$ cat config.mk
export PLATFORM = sky130hd
export DESIGN_NAME = cdf_builder
export DESIGN_NICKNAME = d
export VERILOG_FILES = /design/src/rtl/cdf_builder.sv
export SDC_FILE = /design/constraint.sdc
export NUM_CORES = 1
export LEC_CHECK = 0
export CORE_UTILIZATION = 45
export CTS_BUF_LIST = sky130_fd_sc_hd__clkbuf_8
export DETAILED_ROUTE_END_ITERATION = 16
export PLACE_DENSITY = 0.67
export SKIP_CTS_REPAIR_TIMING = 1
export SYNTH_ARGS = -nofsm -noshare
export SYNTH_HDL_FRONTEND = slang
export SYNTH_SLANG_ARGS = --single-unit
$ cat constraint.sdc
create_clock -name clk -period 2.6 [get_ports clk]
set_input_delay 0.52 -clock clk [delete_from_list [all_inputs] [get_ports clk]]
set_output_delay 0.52 -clock clk [all_outputs]
set_load 0.01 [all_outputs]
$ cat src/rtl/cdf_builder.sv
// cdf_builder: scans NBINS histogram bins from an external RAM, accumulates a
// saturating cumulative count, and streams it to a downstream divider.
// Ports:
//   clk, reset (async, active-low), enable (run gate), start (scan request)
//   hist_data  - RAM read data, valid one cycle after hist_rd_en
//   hist_addr, hist_rd_en - RAM read address / strobe
//   div_en     - divider start pulse, one cycle ahead of the first cdf_out
//   cdf_out, cdf_valid - cumulative count (saturated at 255) and its strobe
//   cdf_min    - first non-zero cdf_out of the scan
//   busy, done - scan in progress / end-of-scan pulse
module cdf_builder #(
   parameter int unsigned NBINS = 16,
   parameter int unsigned AW    = 4
) (
   input  logic          clk,
   input  logic          reset,
   input  logic          enable,
   input  logic          start,
   input  logic [7:0]    hist_data,
   output logic [AW-1:0] hist_addr,
   output logic          hist_rd_en,
   output logic          div_en,
   output logic [7:0]    cdf_out,
   output logic          cdf_valid,
   output logic [7:0]    cdf_min,
   output logic          busy,
   output logic          done
);

   localparam int unsigned SW = 9;

   typedef enum logic [1:0] {IDLE, READ, DRAIN, FINISH} state_t;

   state_t        state, state_nx;
   logic [AW-1:0] addr_r;
   logic          rd_r;
   logic          pend_r;
   logic          valid_r;
   logic          div_r;
   logic          done_r;
   logic [SW-1:0] acc_r;
   logic [7:0]    cdf_r;
   logic [7:0]    min_r;

   logic          last_rd_c;
   logic [SW-1:0] sum_c;
   logic [SW-1:0] sat_c;

   assign last_rd_c = (addr_r == AW'(NBINS - 1));
   // acc_r never exceeds 255, so the 9-bit sum cannot overflow.
   assign sum_c     = acc_r + SW'(hist_data);
   assign sat_c     = (sum_c > SW'(255)) ? SW'(255) : sum_c;

   // Next-state logic.
   always_comb begin
      state_nx = state;
      case (state)
         IDLE:    if (start) state_nx = READ;
         READ:    if (last_rd_c) state_nx = DRAIN;
         // Last value is on cdf_out once nothing is left in the read pipe.
         DRAIN:   if (valid_r && !pend_r) state_nx = FINISH;
         FINISH:  state_nx = IDLE;
         default: state_nx = IDLE;
      endcase
   end

   // State register; a low enable freezes the FSM.
   always_ff @(posedge clk or negedge reset) begin
      if (!reset)      state <= IDLE;
      else if (enable) state <= state_nx;
   end

   // Read sequencer, accumulator and output registers.
   always_ff @(posedge clk or negedge reset) begin
      if (!reset) begin
         addr_r  <= '0;
         rd_r    <= 1'b0;
         pend_r  <= 1'b0;
         valid_r <= 1'b0;
         div_r   <= 1'b0;
         done_r  <= 1'b0;
         acc_r   <= '0;
         cdf_r   <= '0;
         min_r   <= '0;
      end else if (enable) begin
         // pend_r marks that hist_data carries the bin read last cycle.
         pend_r  <= (state == READ);
         valid_r <= pend_r;
         div_r   <= 1'b0;
         done_r  <= (state == DRAIN) && (state_nx == FINISH);

         if (state == IDLE && start) begin
            addr_r <= '0;
            rd_r   <= 1'b1;
            acc_r  <= '0;
            min_r  <= '0;
         end

         if (state == READ) begin
            div_r <= (addr_r == '0);
            if (last_rd_c) begin
               addr_r <= '0;
               rd_r   <= 1'b0;
            end else begin
               addr_r <= addr_r + AW'(1);
            end
         end

         if (pend_r) begin
            acc_r <= sat_c;
            cdf_r <= sat_c[7:0];
            // The sum is monotonic, so a zero min means none captured yet.
            if (min_r == '0) min_r <= sat_c[7:0];
         end
      end
   end

   // Strobes are suppressed while stalled so the RAM and divider see no
   // spurious or duplicated events.
   assign hist_addr  = addr_r;
   assign hist_rd_en = rd_r & enable;
   assign div_en     = div_r & enable;
   assign cdf_valid  = valid_r & enable;
   assign done       = done_r & enable;
   assign cdf_out    = cdf_r;
   assign cdf_min    = min_r;
   assign busy       = (state != IDLE);

endmodule

== Word-level counts from Yosys, hierarchy flattened ==
Index checks and enable logic that the tools add are counted.

* Reductions and logical operators: 13
* Mux-type cells: 17
* Add/subtract/negate cells: 2
* Bitwise operators: 4
* Eq/ne operators: 5
* $lt $le $gt $ge: 1

{| class="wikitable"
|+ Operators with widths
! operator !! number
|-
| $mux 9 || 3
|-
| $mux 8 || 3
|-
| $mux 4 || 3
|-
| $add 9x8->9 || 1
|-
| $gt 9x8->1 const B || 1
|-
| $logic_not 8->1 || 1
|-
| $pmux 2 s4 || 1
|-
| $eq 2x2->1 const B || 3
|-
| $mux 2 || 3
|-
| $reduce_and 2->1 || 3
|-
| $reduce_bool 2->1 || 3
|-
| $add 4x1->4 const B || 1
|-
| $and 1x1->1 || 4
|-
| $eq 4x4->1 const B || 1
|-
| $logic_not 4->1 || 1
|-
| $mux 1 || 4
|-
| $logic_and 1x1->1 || 3
|-
| $eq 2x1->1 const B || 1
|-
| $logic_not 2->1 || 1
|-
| $logic_not 1->1 || 1
|}

* Output and inout port bits: 25
* Register bits after elaboration: 36

== Logic depth before layout (Yosys ltp) ==
Gate-level depths: netlist (run 1).

* Depth after elaboration: 6
* Gate-level depth with buffers: 7
* Gate-level depth less buffers: 7

== Least setup slack after synthesis (run 1) ==
OpenSTA, ideal clock, no wires.

* Path type: input-to-reg
* From: in hist_data[5]
* To: reg min_r[2] (netlist: cdf_min[2])
* Path buffers: 1
* Library setup time: 0.135 ns
* Data required time: 2.465 ns
* Cell stages on the path: 7
* Path slack: 0.428 ns
* Arrival time: 2.038 ns
* Path through: ha_1 > buf_2 > a211o_1 > a21o_1 > or3_1 > nand3_1 > o211ai_1

* Cells in the longest elaborated chain, start to end: 5

{| class="wikitable"
|+ Ends and longest elaborated chain
! element !! line !! RTL
|-
| from (decl) || 19 || <nowiki>input logic [7:0] hist_data,</nowiki>
|-
| $add 9x8->9 || 51 || <nowiki>assign sum_c = acc_r + SW'(hist_data);</nowiki>
|-
| $gt 9x8->1 || 52 || <nowiki>assign sat_c = (sum_c > SW'(255)) ? SW'(255) : sum_c;</nowiki>
|-
| $mux 9 || 52 ||
|-
| $mux 8 || 113 || <nowiki>if (min_r == '0) min_r <= sat_c[7:0];</nowiki>
|-
| $mux 8 || 109 || <nowiki>if (pend_r) begin</nowiki>
|-
| to (signal assigned) || 113 ||
|-
| to (decl) || 43 || <nowiki>logic [7:0] min_r;</nowiki>
|}

Every way passes these cells.
A chain may end at the register's enable or synchronous reset.

== Worst setup path after layout (run 1) ==
* From: in enable
* To: out hist_rd_en

* Cells in the longest elaborated chain, start to end: 1

{| class="wikitable"
|+ Ends and longest elaborated chain
! element !! line !! RTL
|-
| from (decl) || 17 || <nowiki>input logic enable,</nowiki>
|-
| $and 1x1->1 || 121 || <nowiki>assign hist_rd_en = rd_r & enable;</nowiki>
|-
| to (decl) || 21 || <nowiki>output logic hist_rd_en,</nowiki>
|}

Every way passes these cells.

==> impl_summary.log, run 1 <==
[metrics] Placer Congestion: 0.8506
[metrics] crit end category: output pin
[metrics] number of nets at the end of the flow: around 280
[metrics] TritonCTS clock tree: done
[metrics] placed cell areas: 2505 um2
[metrics] wire length reported by the detailed router: 4.718 mm
[metrics] Slew Limit Headroom: roughly 70%
[metrics] number of optimization iterations in the first detailed-route pass: 4
[metrics] Via Count: about 1700
[metrics] count of flip-flops with a built-in enable after synthesis: 0
[metrics] number of filler instances in the final layout: 388
[metrics] Std-Cell Rows: 23
[metrics] number of global-route vias before repair: between 1500 and 2000
[metrics] setup repair after global routing missed its margin: false
[metrics] number of ports placed on the die boundary: 37
[metrics] Root Buffer Master: clkbuf_8
[metrics] Leakage: 0.001179 uW
[metrics] buffers added on ports: 36
[metrics] antenna-violating nets left: 0
[metrics] number of clock sinks: 36
[metrics] WL/cell: between 15 and 20 um
[metrics] delay of the slowest cell on the worst path: 0.55 ns
[metrics] area of the die: 4716 um2
[metrics] vias per cell: 5.500
[metrics] Mean Syn Cell Area: 9.712 um2
[metrics] share of Yosys cell area claimed by the top area cell type: 45.03%
[metrics] maximum fanout count along the critical path: 8
[metrics] data arrival time of the critical path: 1.85 ns
[metrics] power per standard cell area: 1175 nW/um2
[metrics] Cell variety after synth: 48
[metrics] number of levels the H-tree was split into: 2
[metrics] Worst Clk Skew: 0.006383 ns
[metrics] final period utilization: between 90% and 100%
[metrics] worst setup timing slack at the placement stage: -0.04391 ns
[metrics] Antenna diodes: 0
[metrics] post-synthesis register bit count: 36
[metrics] cell mode on critical path: clkdlybuf4s50_1
[metrics] slowest library cell on the worst path: clkdlybuf4s50_1
[metrics] TritonCTS buffer count: 5
[metrics] area inside the core boundary: just over 4000 um2
[metrics] dominant synthesized flop cell: dfrtp_1
[metrics] clock transition at the registers of the reported paths: roughly 0.070 ns
[metrics] total placed cells including tap cells: 302
[metrics] sum of overflow across all layers after global routing: 0
[metrics] total routing usage reported by global routing: 22.92%
[metrics] Design Power: 3074 uW
[metrics] worst min-delay path class: flip-flop to flip-flop
[metrics] outcome: completed
[metrics] Final Instance Count excl. Fillers: 310
[metrics] largest area contributor in the netlist: dfrtp_1
[metrics] Final Slew Violations: 0
[metrics] Setup-failing EPs final: 0
[metrics] setup TNS after final layout: 0 ns
[metrics] Syn Nets: ~230
[metrics] Synth async-reset ratio: 100.0%
[metrics] total number of yosys warnings: 0
[metrics] total non-filler cell area in the finished layout: about 2600 um2
[metrics] cell count after synthesis: 206
[metrics] maximum number of pins on one net before global-route repair: 37
[metrics] Worst setup SP type: input port
[metrics] fraction of layout cells with a size suffix above 1: 13.85%
[metrics] detailed placer's ending HPWL: 3.462 mm
[metrics] signed area change from the synthesized netlist to the final layout: 30.77%
[metrics] initial drt markers: 122
[metrics] leading post-synthesis cells by cell area: dfrtp_1 (45%), ha_1 (6.3%), nand2_1 (4.9%)
[metrics] post-synthesis instance area: 2001 um2
[metrics] wire length of the first global-routing pass: between 7 and 8 mm
[metrics] cell-by-cell trace of the critical path: clkdlybuf4s50_1, inv_1, nor2_1, clkdlybuf4s50_1
[metrics] total of max-cap violations: 0
[metrics] Hold Fails Final Rpt: 0
[metrics] transition time at the pin with the least slew margin: approximately 0.46 ns
[metrics] data required time at the worst endpoint: 2.08 ns
[metrics] initial antenna violation count: 0
[metrics] clock latency reported for the late side of the worst-skew pair: 0.29 ns
[metrics] Die W: between 60 and 70 um
[metrics] min cycle time layout: 2.368 ns
[metrics] vertical extent of the die: approximately 69 um
[metrics] Worst IR Drop VDD: 0.0005854 V
[metrics] post-route DRC violation count: 0
[metrics] Clock Path Buffers: 2
[metrics] final setup margin: 0.2321 ns
[metrics] starting utilization of the core area: 48.28%
[metrics] portion of the post-synthesis area used by sequential elements: 45.03%
[metrics] highest attainable clock frequency: 422.3 MHz
[metrics] start-to-end type of the worst setup path: input port to output pin
## state kept, by name, summed over array words and instances, names as in the netlist
signal / count
cdf_out: 8
hist_addr: 4
acc_r: 9
done_r: 1
div_r: 1
cdf_min: 8
rd_r: 1
state: 2
valid_r: 1
pend_r: 1
## worst max-delay path, delay by kind of cell
family / cells / cell delay (ns)
buffers and inverters: 3 / 1.19
AND/OR/NAND/NOR: 1 / 0.14
## cells in the final DEF (no fill, tap or decap), drive strengths merged, types with 4 or more instances in the layout
cell           netlist  layout
o31ai                4       4
and3                 4       4
nand2               27      27
clkdlybuf4s50        0      36
clkbuf               2       5
ha                  10      10
a31oi                6       6
inv                  8       8
nand3                7       7
xnor2                4       4
buf                  2      14
nor2                20      20
o21ai               13      13
dfrtp               36      36
a21oi               12      12
o211ai               8       8
a21o                 4       4
## final cells by class
| cell class | count | area [um2] | area share [%] |
|---|---|---|---|
| multi-input combinational | 158 | 1046 | 39.98 |
| timing repair buffer | 50 | 465.4 | 17.79 |
| tap | 50 | 62.56 | 2.391 |
| inverter | 8 | 30.03 | 1.148 |
| sequential | 36 | 900.9 | 34.43 |
| clock buffer | 5 | 68.82 | 2.630 |
| clock inverter | 3 | 42.54 | 1.626 |
## power by group
group / switching, uW / internal (uW)
Combinational: 799 / 820
Clock: 220 / 284
Sequential: 174 / 778
## cells by family (layout without fill, tap and decap cells)
kind of cell,after synthesis,count (layout),share of synthesized area (%)
mux,4,4,2.251
xor+xnor,7,7,3.064
buf+inv,12,66,2.689
simple gates,75,75,19.39
flops,36,36,45.03
compound gates,61,61,20.33
fa+ha+maj,11,11,7.255
## synth_stat cells, types with 2 or more instances
cell and number:
nor2_1 19, clkbuf_1 2, mux2i_1 2, dfrtp_1 36, xnor2_1 4, nand3_1 6
nand2b_1 2, o211ai_1 8, o21ai_0 12, a21o_1 4, o31ai_1 4, a21oi_1 12
ha_1 10, and2_1 3, inv_1 8, and3_1 4, nor3_1 2, or2_2 2
or4_4 2, a211o_1 2, xor2_1 3, a211oi_1 2, a31oi_1 6, nand2_1 26
o21a_1 2
## final timing paths
path / from / to / slack [ns] / depth (start not counted)
min in group asynchronous: reset / cdf_out[6]$_DFFE_PN0P_ / 0.65 / 2
setup reg to reg: acc_r[0]$_DFFE_PN0P_ / cdf_out[4]$_DFFE_PN0P_ / 0.55 / 8
max in group asynchronous: reset / cdf_out[3]$_DFFE_PN0P_ / 1.63 / 2
hold / removal: cdf_out[4]$_DFFE_PN0P_ / cdf_out[4]$_DFFE_PN0P_ / 0.49 / 2
setup / recovery: enable / hist_rd_en / 0.23 / 4
hold reg to reg: cdf_out[4]$_DFFE_PN0P_ / cdf_out[4]$_DFFE_PN0P_ / 0.49 / 2
## per-stage QoR
step                hold WS, ns  utilization (%)
detailed placement       0.4751            60.45
floorplan                0.2244                -
CTS                      0.4934            63.13
global route             0.5161            63.13
global placement         0.4703            60.45
finish                   0.4870            63.13
## routing by layer
| layer | up-vias | wire length [um] | GRT usage (%) |
|---|---|---|---|
| li1 | 851 | - | - |
| met1 | 812 | 2456 | 32.23 |
| met2 | 38 | 2051 | 35.17 |
| met3 | 4 | 178 | 5.263 |
| met4 | 0 | 31 | 6.250 |
| met5 | - | 0 | 0 |
No activity file was read; power rests on OpenSTA's default activity.
==> run 2: changes to the inputs <==
--- a/config.mk
+++ b/config.mk
@@ -8,7 +8,7 @@
 export CORE_UTILIZATION = 45
 export CTS_BUF_LIST = sky130_fd_sc_hd__clkbuf_8
 export DETAILED_ROUTE_END_ITERATION = 16
-export PLACE_DENSITY = 0.67
+export PLACE_DENSITY = 0.7
 export SKIP_CTS_REPAIR_TIMING = 1
 export SYNTH_ARGS = -nofsm -noshare
 export SYNTH_HDL_FRONTEND = slang
==> constraint.sdc (replaced) <==
create_clock -name clk -period 2.1 [get_ports clk]
set_input_delay 0.42 -clock clk [delete_from_list [all_inputs] [get_ports clk]]
set_output_delay 0.42 -clock clk [all_outputs]
set_load 0.01 [all_outputs]
==> impl_summary.log, run 2 (synthesis results as in run 1) <==
[metrics] Clock Path Buffers: 2
[metrics] Final Instance Count excl. Fillers: 320
[metrics] Antenna diodes: 0
[metrics] fraction of layout cells with a size suffix above 1: between 20% and 30%
[metrics] top library cells by usage in the layout, fill and taps aside: dfrtp_1 (36), clkdlybuf4s50_1 (29), nand2_1 (25)
[metrics] register bank with the most flops: acc_r
[metrics] number of clock sinks: 36
[metrics] Worst setup SP type: input port
[metrics] most frequent standard cell in the layout excluding fill and tap cells: dfrtp_1
[metrics] starting utilization of the core area: 48.28%
[metrics] Final Slew Violations: 0
[metrics] highest attainable clock frequency: 486.0 MHz
[metrics] buffers added on ports: 36
[metrics] wire length reported by the detailed router: 4.841 mm
[metrics] final period utilization: 97.99%
[metrics] cell depth of the worst min-delay path: 2
[metrics] Design Power: 4083 uW
[metrics] number of optimization iterations in the first detailed-route pass: 4
[metrics] initial drt markers: a little under 70
[metrics] data arrival time of the critical path: 2.23 ns
[metrics] signed area change from the synthesized netlist to the final layout: 42.59%
[metrics] WL/cell: 15.13 um
[metrics] Leakage: 0.001319 uW
[metrics] Root Buffer Master: clkbuf_8
[metrics] outcome: completed
[metrics] clock latency reported for the late side of the worst-skew pair: around 0.29 ns
[metrics] transition time at the pin with the least slew margin: 0.4696 ns
[metrics] Worst IR Drop VDD: between 0.0008 and 0.0009 V
[metrics] worst setup timing slack at the placement stage: -0.4086 ns
[metrics] initial antenna violation count: 0
[metrics] area of the die: around 4700 um2
[metrics] Hold Fails Final Rpt: 0
[metrics] area inside the core boundary: 4144 um2
[metrics] vertical extent of the die: 68.68 um
[metrics] Die W: 68.68 um
[metrics] Worst Clk Skew: 0.004989 ns
[metrics] worst reg2reg path depth: 6
[metrics] clock transition at the registers of the reported paths: 0.07 ns
[metrics] power per standard cell area: about 1400 nW/um2
[metrics] data required time at the worst endpoint: 2.27 ns
[metrics] Worst Hold Launch: cdf_out[4]$_DFFE_PN0P_
[metrics] hold endpoint: cdf_out[4]$_DFFE_PN0P_
[metrics] number of levels the H-tree was split into: 2
[metrics] Register-to-Register Setup Slack: around 0.05 ns
[metrics] vias per cell: ~5.6
[metrics] Reg2Reg Launch Point: acc_r[5]$_DFFE_PN0P_
[metrics] detailed placer's ending HPWL: 3.456 mm
[metrics] total routing usage reported by global routing: 22.51%
[metrics] maximum fanout count along the critical path: 4
[metrics] antenna-violating nets left: 0
[metrics] min cycle time layout: between 2 and 2.5 ns
[metrics] capture point of the worst reg-to-reg path: acc_r[2]$_DFFE_PN0P_
[metrics] number of ports placed on the die boundary: 37
[metrics] post-route DRC violation count: 0
[metrics] Placer Congestion: 0.7951
[metrics] number of global-route vias before repair: about 1600
[metrics] number of flip-flops under the largest register name: 9
[metrics] number of nets at the end of the flow: between 200 and 300
[metrics] start-to-end type of the worst setup path: input port to flip-flop
[metrics] Via Count: 1776
[metrics] worst min-delay path class: flip-flop to flip-flop
[metrics] setup TNS after final layout: 0 ns
[metrics] crit end category: flip-flop
[metrics] total of max-cap violations: 0
[metrics] wire length of the first global-routing pass: 7.659 mm
[metrics] final setup margin: 0.04228 ns
[metrics] Setup-failing EPs final: 0
[metrics] Std-Cell Rows: 23
[metrics] TritonCTS buffer count: 5
[metrics] sum of overflow across all layers after global routing: 0
[metrics] Slew Limit Headroom: 68.69%
[metrics] total placed cells including tap cells: 312
[metrics] maximum number of pins on one net before global-route repair: 37
[metrics] TritonCTS clock tree: done
run 2: cell types whose count changed in the layout (fill, tap and decap cells not counted), sizes merged, moves of 2 or more:
| cell | change |
|---|---|
| inv | +2 |
| dlymetal6s2s | +7 |
| buf | +10 |
| clkdlybuf4s50 | -7 |
run 2: final cells by class:
type	instances	area [um2]
timing repair buffer	60	558.0
tap	50	62.56
inverter	8	30.03
sequential	36	900.9
clock buffer	6	82.58
multi-input combinational	158	1211
clock inverter	2	7.507
fill	344	1291
run 2: routing by layer:
| layer | part of all wire, % | vias up | track usage [%] |
|---|---|---|---|
| li1 | - | 874 | - |
| met1 | 47 | 858 | 30.03 |
| met2 | 48 | 39 | 36.27 |
| met3 | 4.6 | 5 | 5.428 |
| met4 | 0.76 | 0 | 6.250 |
| met5 | 0 | - | 0 |
run 2: how the worst max path moves through the flow:
| stage | from | endpoint | slack (ns) | cells past startpoint |
|---|---|---|---|---|
| final | hist_data[2] | cdf_min[7]$_DFFE_PN0P_ | 0.04 | 7 |
| after global routing | hist_data[7] | cdf_min[5]$_DFFE_PN0P_ | -0.02 | 7 |
| after CTS | hist_data[0] | cdf_min[2]$_DFFE_PN0P_ | -0.11 | 8 |
| after detailed placement | hist_data[0] | cdf_min[2]$_DFFE_PN0P_ | -0.41 | 8 |
| after global placement | hist_data[0] | cdf_min[3]$_DFFE_PN0P_ | -0.37 | 8 |
| after floorplan | hist_data[5] | cdf_min[2]$_DFFE_PN0P_ | 0.03 | 7 |
run 2: stage by stage:
stage	cell area, um2	util, %	hold slack (ns)
after floorplan	2001	-	0.1244
after global placement	2580	62.26	0.4633
after detailed placement	2580	62.26	0.4699
after CTS	2670	64.43	0.4853
after global routing	2853	68.84	0.5211
final	2853	68.84	0.4741
run 2: worst max-delay path, stage by stage:
cell and delay, ns:
clkdlybuf4s50_1 0.46, ha_1 0.25, o21ai_0 0.12, o21a_1 0.19, o31a_2 0.31, and3_1 0.17
a2111o_1 0.33
run 2: power by group:
part,internal [uW],switching (uW),leakage (uW)
Clock,258,234,0.0000538
Sequential,964,232,0.000429
Combinational,1240,1150,0.000836
Total,2460,1620,0.00132
